### src/rtl/phase_frame_loader.sv
// phase_frame_loader: pulls command frames from the proto245 RX FIFO, stages
// PHASE / ENABLE payloads, and commits the staging bank to the active outputs
// atomically on the next PWM period start.
module phase_frame_loader #(
  parameter int                NUM_CHANNELS = 128,
  parameter int                DATA_W       = 8,
  parameter int                PHASE_W      = 8,
  parameter int                PHASE_MAX    = 99,
  parameter int                TIMEOUT_CYC  = 1_000_000,
  parameter logic [DATA_W-1:0] CMD_PHASE    = 'h01,
  parameter logic [DATA_W-1:0] CMD_ENABLE   = 'h02,
  parameter logic [DATA_W-1:0] CMD_CLR      = 'h03
) (
  input  logic                    clk,
  input  logic                    rst,
  input  logic                    period_start,
  input  logic [DATA_W-1:0]       rxfifo_data,
  input  logic                    rxfifo_valid,
  input  logic                    rxfifo_empty,
  output logic                    rxfifo_rd,
  output logic [PHASE_W-1:0]      phase [NUM_CHANNELS],
  output logic [NUM_CHANNELS-1:0] pwm_en,
  output logic                    commit_pend,
  output logic [15:0]             frame_cnt,
  output logic                    cmd_err,
  output logic                    range_err,
  output logic                    timeout_err,
  output logic [1:0]              fsm_state
);

  localparam int MASK_BYTES = (NUM_CHANNELS + 7) / 8;
  localparam int IDX_W      = $clog2(NUM_CHANNELS + 1);
  localparam int TO_W       = $clog2(TIMEOUT_CYC + 1);
  localparam logic [PHASE_W-1:0] PH_MAX  = PHASE_W'(PHASE_MAX);
  localparam logic [IDX_W-1:0]   LAST_PH = IDX_W'(NUM_CHANNELS - 1);
  localparam logic [IDX_W-1:0]   LAST_MB = IDX_W'(MASK_BYTES - 1);
  localparam logic [TO_W-1:0]    TO_LIM  = TO_W'(TIMEOUT_CYC);

  typedef enum logic [1:0] {S_CMD, S_PHASE, S_MASK, S_PEND} state_t;

  state_t                    state, state_n;
  logic                      rd_busy;
  logic [IDX_W-1:0]          idx;
  logic [TO_W-1:0]           to_cnt;
  logic                      tmo;
  logic [PHASE_W-1:0]        stage_ph [NUM_CHANNELS];
  logic [NUM_CHANNELS-1:0]   stage_en;
  logic [PHASE_W-1:0]        ph_raw, ph_val;
  logic                      ph_clamp;

  // FIFO handshake: rxfifo_rd is a 1-cycle strobe raised only when the FIFO
  // is not empty, no read is outstanding and no commit is pending; the byte
  // returns one cycle later and is consumed on the cycle rxfifo_valid is 1.
  assign rxfifo_rd   = !rst && !rxfifo_empty && !rd_busy && (state != S_PEND);
  assign commit_pend = (state == S_PEND);
  assign fsm_state   = state;

  assign ph_raw   = rxfifo_data[PHASE_W-1:0];
  assign ph_clamp = (ph_raw > PH_MAX);
  assign ph_val   = ph_clamp ? PH_MAX : ph_raw;

  // State register.
  always_ff @(posedge clk) begin
    if (rst) state <= S_CMD;
    else     state <= state_n;
  end

  // Next-state decode, including the mid-frame idle timeout.
  always_comb begin
    state_n = state;
    tmo     = 1'b0;
    case (state)
      S_CMD: begin
        if (rxfifo_valid) begin
          if (rxfifo_data == CMD_PHASE)       state_n = S_PHASE;
          else if (rxfifo_data == CMD_ENABLE) state_n = S_MASK;
        end
      end
      S_PHASE: begin
        if (rxfifo_valid) begin
          if (idx == LAST_PH) state_n = S_PEND;
        end else if (to_cnt == TO_LIM) begin
          tmo     = 1'b1;
          state_n = S_CMD;
        end
      end
      S_MASK: begin
        if (rxfifo_valid) begin
          if (idx == LAST_MB) state_n = S_PEND;
        end else if (to_cnt == TO_LIM) begin
          tmo     = 1'b1;
          state_n = S_CMD;
        end
      end
      S_PEND: begin
        if (period_start) state_n = S_CMD;
      end
      default: state_n = S_CMD;
    endcase
  end

  // Datapath: read tracking, timeout counter, staging writes, flags, commit.
  always_ff @(posedge clk) begin
    if (rst) begin
      rd_busy     <= 1'b0;
      idx         <= '0;
      to_cnt      <= '0;
      stage_en    <= '0;
      pwm_en      <= '0;
      frame_cnt   <= '0;
      cmd_err     <= 1'b0;
      range_err   <= 1'b0;
      timeout_err <= 1'b0;
      for (int ch = 0; ch < NUM_CHANNELS; ch++) begin
        stage_ph[ch] <= '0;
        phase[ch]    <= '0;
      end
    end else begin
      if (rxfifo_rd)         rd_busy <= 1'b1;
      else if (rxfifo_valid) rd_busy <= 1'b0;

      if ((state == S_PHASE || state == S_MASK) && !rxfifo_valid && !tmo)
        to_cnt <= to_cnt + 1'b1;
      else
        to_cnt <= '0;

      case (state)
        S_CMD: begin
          if (rxfifo_valid) begin
            idx <= '0;
            if (rxfifo_data == CMD_CLR) begin
              cmd_err     <= 1'b0;
              range_err   <= 1'b0;
              timeout_err <= 1'b0;
            end else if (rxfifo_data != CMD_PHASE && rxfifo_data != CMD_ENABLE) begin
              cmd_err <= 1'b1;
            end
          end
        end
        S_PHASE, S_MASK: begin
          if (rxfifo_valid) begin
            idx <= idx + 1'b1;
            if (state == S_PHASE) begin
              if (ph_clamp) range_err <= 1'b1;
              for (int ch = 0; ch < NUM_CHANNELS; ch++)
                if (idx == IDX_W'(ch)) stage_ph[ch] <= ph_val;
            end else begin
              for (int ch = 0; ch < NUM_CHANNELS; ch++)
                if (idx == IDX_W'(ch / 8)) stage_en[ch] <= rxfifo_data[ch % 8];
            end
          end else if (tmo) begin
            // Abort: staging falls back to what is currently driven.
            timeout_err <= 1'b1;
            stage_en    <= pwm_en;
            for (int ch = 0; ch < NUM_CHANNELS; ch++) stage_ph[ch] <= phase[ch];
          end
        end
        S_PEND: begin
          if (period_start) begin
            frame_cnt <= frame_cnt + 16'd1;
            pwm_en    <= stage_en;
            for (int ch = 0; ch < NUM_CHANNELS; ch++) phase[ch] <= stage_ph[ch];
          end
        end
        default: ;
      endcase
    end
  end

endmodule

### config.mk
export PLATFORM = sky130hd
export DESIGN_NAME = phase_frame_loader
export DESIGN_NICKNAME = d
export VERILOG_FILES = /design/src/rtl/phase_frame_loader.sv
export SDC_FILE = /design/constraint.sdc
export NUM_CORES = 2
export LEC_CHECK = 0
export BUFFER_PORTS_ARGS = -buffer_cell sky130_fd_sc_hd__buf_2
export CORE_AREA = 3 3 459 461
export DETAILED_ROUTE_END_ITERATION = 10
export DIE_AREA = 0 0 462 464
export PLACE_DENSITY = 0.7
export SYNTH_ARGS = -nofsm -noshare
export SYNTH_HDL_FRONTEND = slang
export SYNTH_SLANG_ARGS = --single-unit
export TNS_END_PERCENT = 10
### constraint.sdc
create_clock -name clk -period 3 [get_ports clk]
set_clock_uncertainty 0.05 [all_clocks]
set_input_delay 0.15 -clock clk [delete_from_list [all_inputs] [get_ports clk]]
set_output_delay 0.15 -clock clk [all_outputs]
set_load 0.02 [all_outputs]
Word level (Yosys, flattened, before mapping)
Memory sizes are Yosys's and may differ from the RTL's. A register that Yosys moved wholly into a read port is not among the register bits.
Cells that the tools add are included.
{"block": "totals", "latchBits": 0, "word_cells": 1686, "memories": 1, "mem_bits_ro": 0, "ram_bits": 1024, "regBits": 306}
{"block": "op_classes", "n_reduce_logical": 42, "n_mul": 0, "div_mod_pow": 0, "shifts": 0, "addsub": 3, "bitwise_logic": 257, "muxes": 1192, "eq_ne": 165, "n_lt_le_gt_ge": 1}
{"memory": "stage_ph", "words": 128, "width": 8, "read_ports": 128, "rd_ports_with_merged_regs": 128, "write_ports": 128, "line": "46", "rtl": "logic [PHASE_W-1:0] stage_ph [NUM_CHANNELS];"}
{"cell": "$mux 8", "count": 259}
{"cell": "$mux 1", "count": 917}
{"cell": "$eq 8x7->1 const B", "count": 64}
{"cell": "$mux 128", "count": 3}
{"cell": "$eq 8x6->1 const B", "count": 32}
{"cell": "$or 1x1->1", "count": 256}
{"cell": "$eq 8x5->1 const B", "count": 16}
{"cell": "$eq 8x4->1 const B", "count": 8}
{"cell": "$reduce_and 4->1", "count": 16}
{"cell": "$ne 2x1->1 const B", "count": 20}
{"cell": "$eq 8x2->1 const B", "count": 4}
{"cell": "$eq 8x3->1 const B", "count": 4}
{"cell": "$add 20x1->20 const B", "count": 1}
{"cell": "$eq 20x20->1 const B", "count": 1}
{"cell": "$mux 2", "count": 9}
{"cell": "$add 16x1->16 const B", "count": 1}
{"cell": "$eq 8x1->1 const B", "count": 2}
{"cell": "$pmux 8 s2", "count": 1}
{"cell": "$ne 2x2->1 const B", "count": 6}
{"cell": "$reduce_and 5->1", "count": 2}
{"cell": "$add 8x1->8 const B", "count": 1}
{"cell": "$gt 8x7->1 const B", "count": 1}
{"cell": "$logic_not 8->1", "count": 1}
{"cell": "$ne 8x1->1 const B", "count": 1}
{"cell": "17 further kinds", "count": 34}

Depth between registers and ports, before layout
{"block": "logic_depth", "depth_word": 10, "ltp_mapped": 10}

Worst setup path before layout
Ideal clock, no wire load.
{"block": "synth_path", "path_type": "register to register", "startpoint": "register state[0] (netlist: fsm_state[0])", "endpoint": "memory stage_ph[118][0] (netlist: stage_ph[1][432]) (enable)", "path_stages_with_launch": 8, "required_time_ns": 2.566, "setup_slack_ns": -0.047, "n_path_buf": 1, "t_arrival_ns": 2.613, "cell_sequence": "dfxtp_1 -> inv_1 -> ha_1 -> clkbuf_1 -> nand2_1 -> nor3_1 -> nand2_1 -> o21ai_0"}
{"item": "start, declared", "line": "41", "rtl": "state_t state, state_n;"}
{"item": "start signal, assigned", "line": "65", "rtl": "else state <= state_n;"}
{"item": "end, declared", "line": "46"}

==> qor.yml <==
area_delta_synth_final_pct: 21.6
syn-num-nets: 8972
cp_slowest_cell: "o21ai_1"
critPathTopFamily: "buffers and inverters"
io_buffer_count: 1187
p_per_area_mw_per_mm2: 644
crit_path_max_fanout: 8
yosys_warnings: 0
nets: 10100
synthDominantCellAreaShare: 0.348
synth_common_cells: "nand2_1, dfxtp_1, a21oi_1"
netlist_area_sq_mm: 0.0884
ir_drop_mv: 0.604
cts_tree: "built"
cpMostUsedCell: "buf_4"
crit_type: "flip-flop to flip-flop"
async_flop_share: 0
synth_seq_area_share: 0.649
yosysTopAreaCell: "edfxtp_1"
grt.total_usage: 0.300
core_area_sq_mm: 0.207
vias: 74200
synth.most_common_cell: "nand2_1"
clock-sinks: 2354
utilization: 0.520
clock_latency_ns: 0.90
numCtsBuffers: 233
antenna_found_initial: 14
vias_per_cell: 5.70
synth_cell_types: 62
fp-row-count: 167
gp_congestion: 0.878
dp_hpwl_um: 227000
fp.dieH_um: 464
netlist_instances: 8946
syn_avg_cell_area_sq_um: 9.88
fp.dieArea_sq_mm: 0.214
drtIter0Drc: 8837
root_buffer: "clkbuf_16"
outcome: "complete, no violations"
total_leakage_power_nw: 42.2
drt_pass1_iterations: 6
fp.dieW_um: 462
cts_setup_buffers: 0
grt_pass1_vias: 68900
clk_pin_slew_ns: 0.07
start_util: 0.427
placed_cells: 12500
total_power_mw: 69.2
clk_path_buf_depth: 3
setup_viol: 0
dp_worst_setup_slack_ns: -0.0809
fin_ws_ns: 0.00932
path_buf_inv: 5
cp_data_arrival_time_ns: 3.54
period_minus_slack_ns: 2.99
fin_crit_sh: 0.997
timing.fmax_mhz: 334
synth-edff-count: 1024
antenna_left: 0
crit_path_end_kind: "flip-flop"
max-cap-violations: 0
grt_pass1_wl_um: 479000
fin_cells: 13000
ys_ff_latch: 2354
crit_chain: "buf_4 -> ha_1 -> nand2_1 -> buf_4 -> nor3_1 -> buf_4 -> nand2_1 -> buf_4 -> o21ai_1 -> buf_4"
wl_per_cell_um: 25.8
start_kind: "flip-flop"
fin_area_sq_mm: 0.107
wirelength_um: 335000
maxSlewViolCount: 0
cpPeakStageDelay_ns: 0.38
worst_pin_slew_ns: 1.21
drive_gt1_frac: 0.199
placed_cell_area_sq_mm: 0.0992
grt_remaining_overflow: 0
min_path_type: "input pin to flip-flop"
hold_viol_final: 0
drc: 0
synth_ff_type: "dfxtp_1"
grt_max_degree: 208
htree_levels: 4
slew_headroom: 0.195
synth.area.top_cells: "edfxtp_1, dfxtp_1, nand2_1"
io_pins: 1188
critical_path_required_ns: 3.54
[placed cells by master, fill, tap and decap left out, drive strengths merged, types with 5 or more instances in the layout]
cell type | netlist | layout
inv | 38 | 52
o31ai | 7 | 7
a22o | 334 | 334
or3 | 6 | 6
nor4 | 9 | 9
nand4 | 23 | 23
or2 | 7 | 7
nand2 | 3140 | 3140
edfxtp | 1024 | 1024
a311oi | 24 | 24
xnor2 | 8 | 8
a221oi | 24 | 24
nor2 | 236 | 236
ha | 13 | 13
and3 | 14 | 14
bufinv | 0 | 15
dlygate4sd3 | 0 | 19
o21ai | 224 | 224
nor2b | 5 | 5
nand2b | 6 | 6
a21o | 124 | 124
o22a | 50 | 50
nand3 | 35 | 35
buf | 173 | 1602
clkinvlp | 0 | 11
clkbuf | 541 | 339
dfxtp | 1330 | 1330
and2 | 146 | 146
a21oi | 1222 | 1222
clkinv | 0 | 67
a211oi | 106 | 106
xor2 | 26 | 26
nor3 | 6 | 6
[state kept, by name, summed over array words and instances (netlist names), 2 cells and up]
name and count:
idx 8, to_cnt 20, fsm_state 2, phase 1024
stage_en 128, frame_cnt 16, pwm_en 128, stage_ph 1024
[repair_timing]
item,in CTS,in global routing
endpoints found under the hold margin,225,0
pin swaps,0,0
hold buffers,19,0
gates resized for setup,7,12
endpoints found under the setup margin,71,215
[routing by layer]
| layer | up-vias | GRT usage | routed length [um] |
|---|---|---|---|
| met5 | - | 0 | 0 |
| met2 | 4159 | 0.461 | 151000 |
| met4 | 0 | 0.152 | 19400 |
| met3 | 712 | 0.0926 | 39500 |
| li1 | 32800 | - | - |
| met1 | 36500 | 0.380 | 126000 |
[final timing paths]
kind,from,cells past startpoint,endpoint,slack [ns]
max,fsm_state[0]$_SDFFE_PP0P_,10,stage_ph[1][176]$_DFFE_PP_,0.009
min reg2reg,stage_en[60]$_SDFFE_PP0P_,2,pwm_en[60]$_SDFFE_PP0P_,0.37
min,rxfifo_data[2],5,stage_ph[1][482]$_DFFE_PP_,0.10
max reg2reg,fsm_state[0]$_SDFFE_PP0P_,10,stage_ph[1][176]$_DFFE_PP_,0.009
[cells by family (layout without fill, tap and decap cells)]
group | Yosys count | after routing | synth area share
mux | 4 | 4 | 0.000496
flops | 2354 | 2354 | 0.649
compound gates | 2140 | 2140 | 0.148
buf+inv | 752 | 2105 | 0.0340
fa+ha+maj | 13 | 13 | 0.00184
xor+xnor | 34 | 34 | 0.00337
simple gates | 3649 | 3649 | 0.163
other cells | 0 | 3 | 0
[metrics by stage]
| step | hold slack [ns] | setup TNS (ns) |
|---|---|---|
| 2_1_floorplan | 0.339 | -6.73 |
| 3_3_place_gp | 0.386 | -5.55 |
| 3_5_place_dp | 0.393 | -0.802 |
| 4_1_cts | 0.0102 | 0 |
| 5_1_grt | 0.0871 | -0.194 |
| 6_report | 0.104 | 0 |
[tightest hold or removal path: stages]
cell	delay, ns
buf_2	0.13
buf_4	0.16
and2_4	0.24
nand2_4	0.15
nand2_1	0.09
[power by group]
part           switching (mW)  internal (mW)  total, mW  leakage, nW
sequential              0.551           34.7       35.2         20.6
combinational            2.83           1.01       3.84         17.7
clock                    13.1           17.1       30.2         3.91
[layout make-up]
class / instances / area [sq um]
Clock buffer: 339 / 6800
Antenna cell: 3 / 7.51
Inverter: 38 / 143
Tap cell: 2704 / 3380
Clock inverter: 107 / 1190
Timing Repair Buffer: 1621 / 10400
Fill cell: 18100 / 99400
Multi-Input combinational cell: 5840 / 28200
Sequential cell: 2354 / 57400
Power figures use the tool's default switching activity.
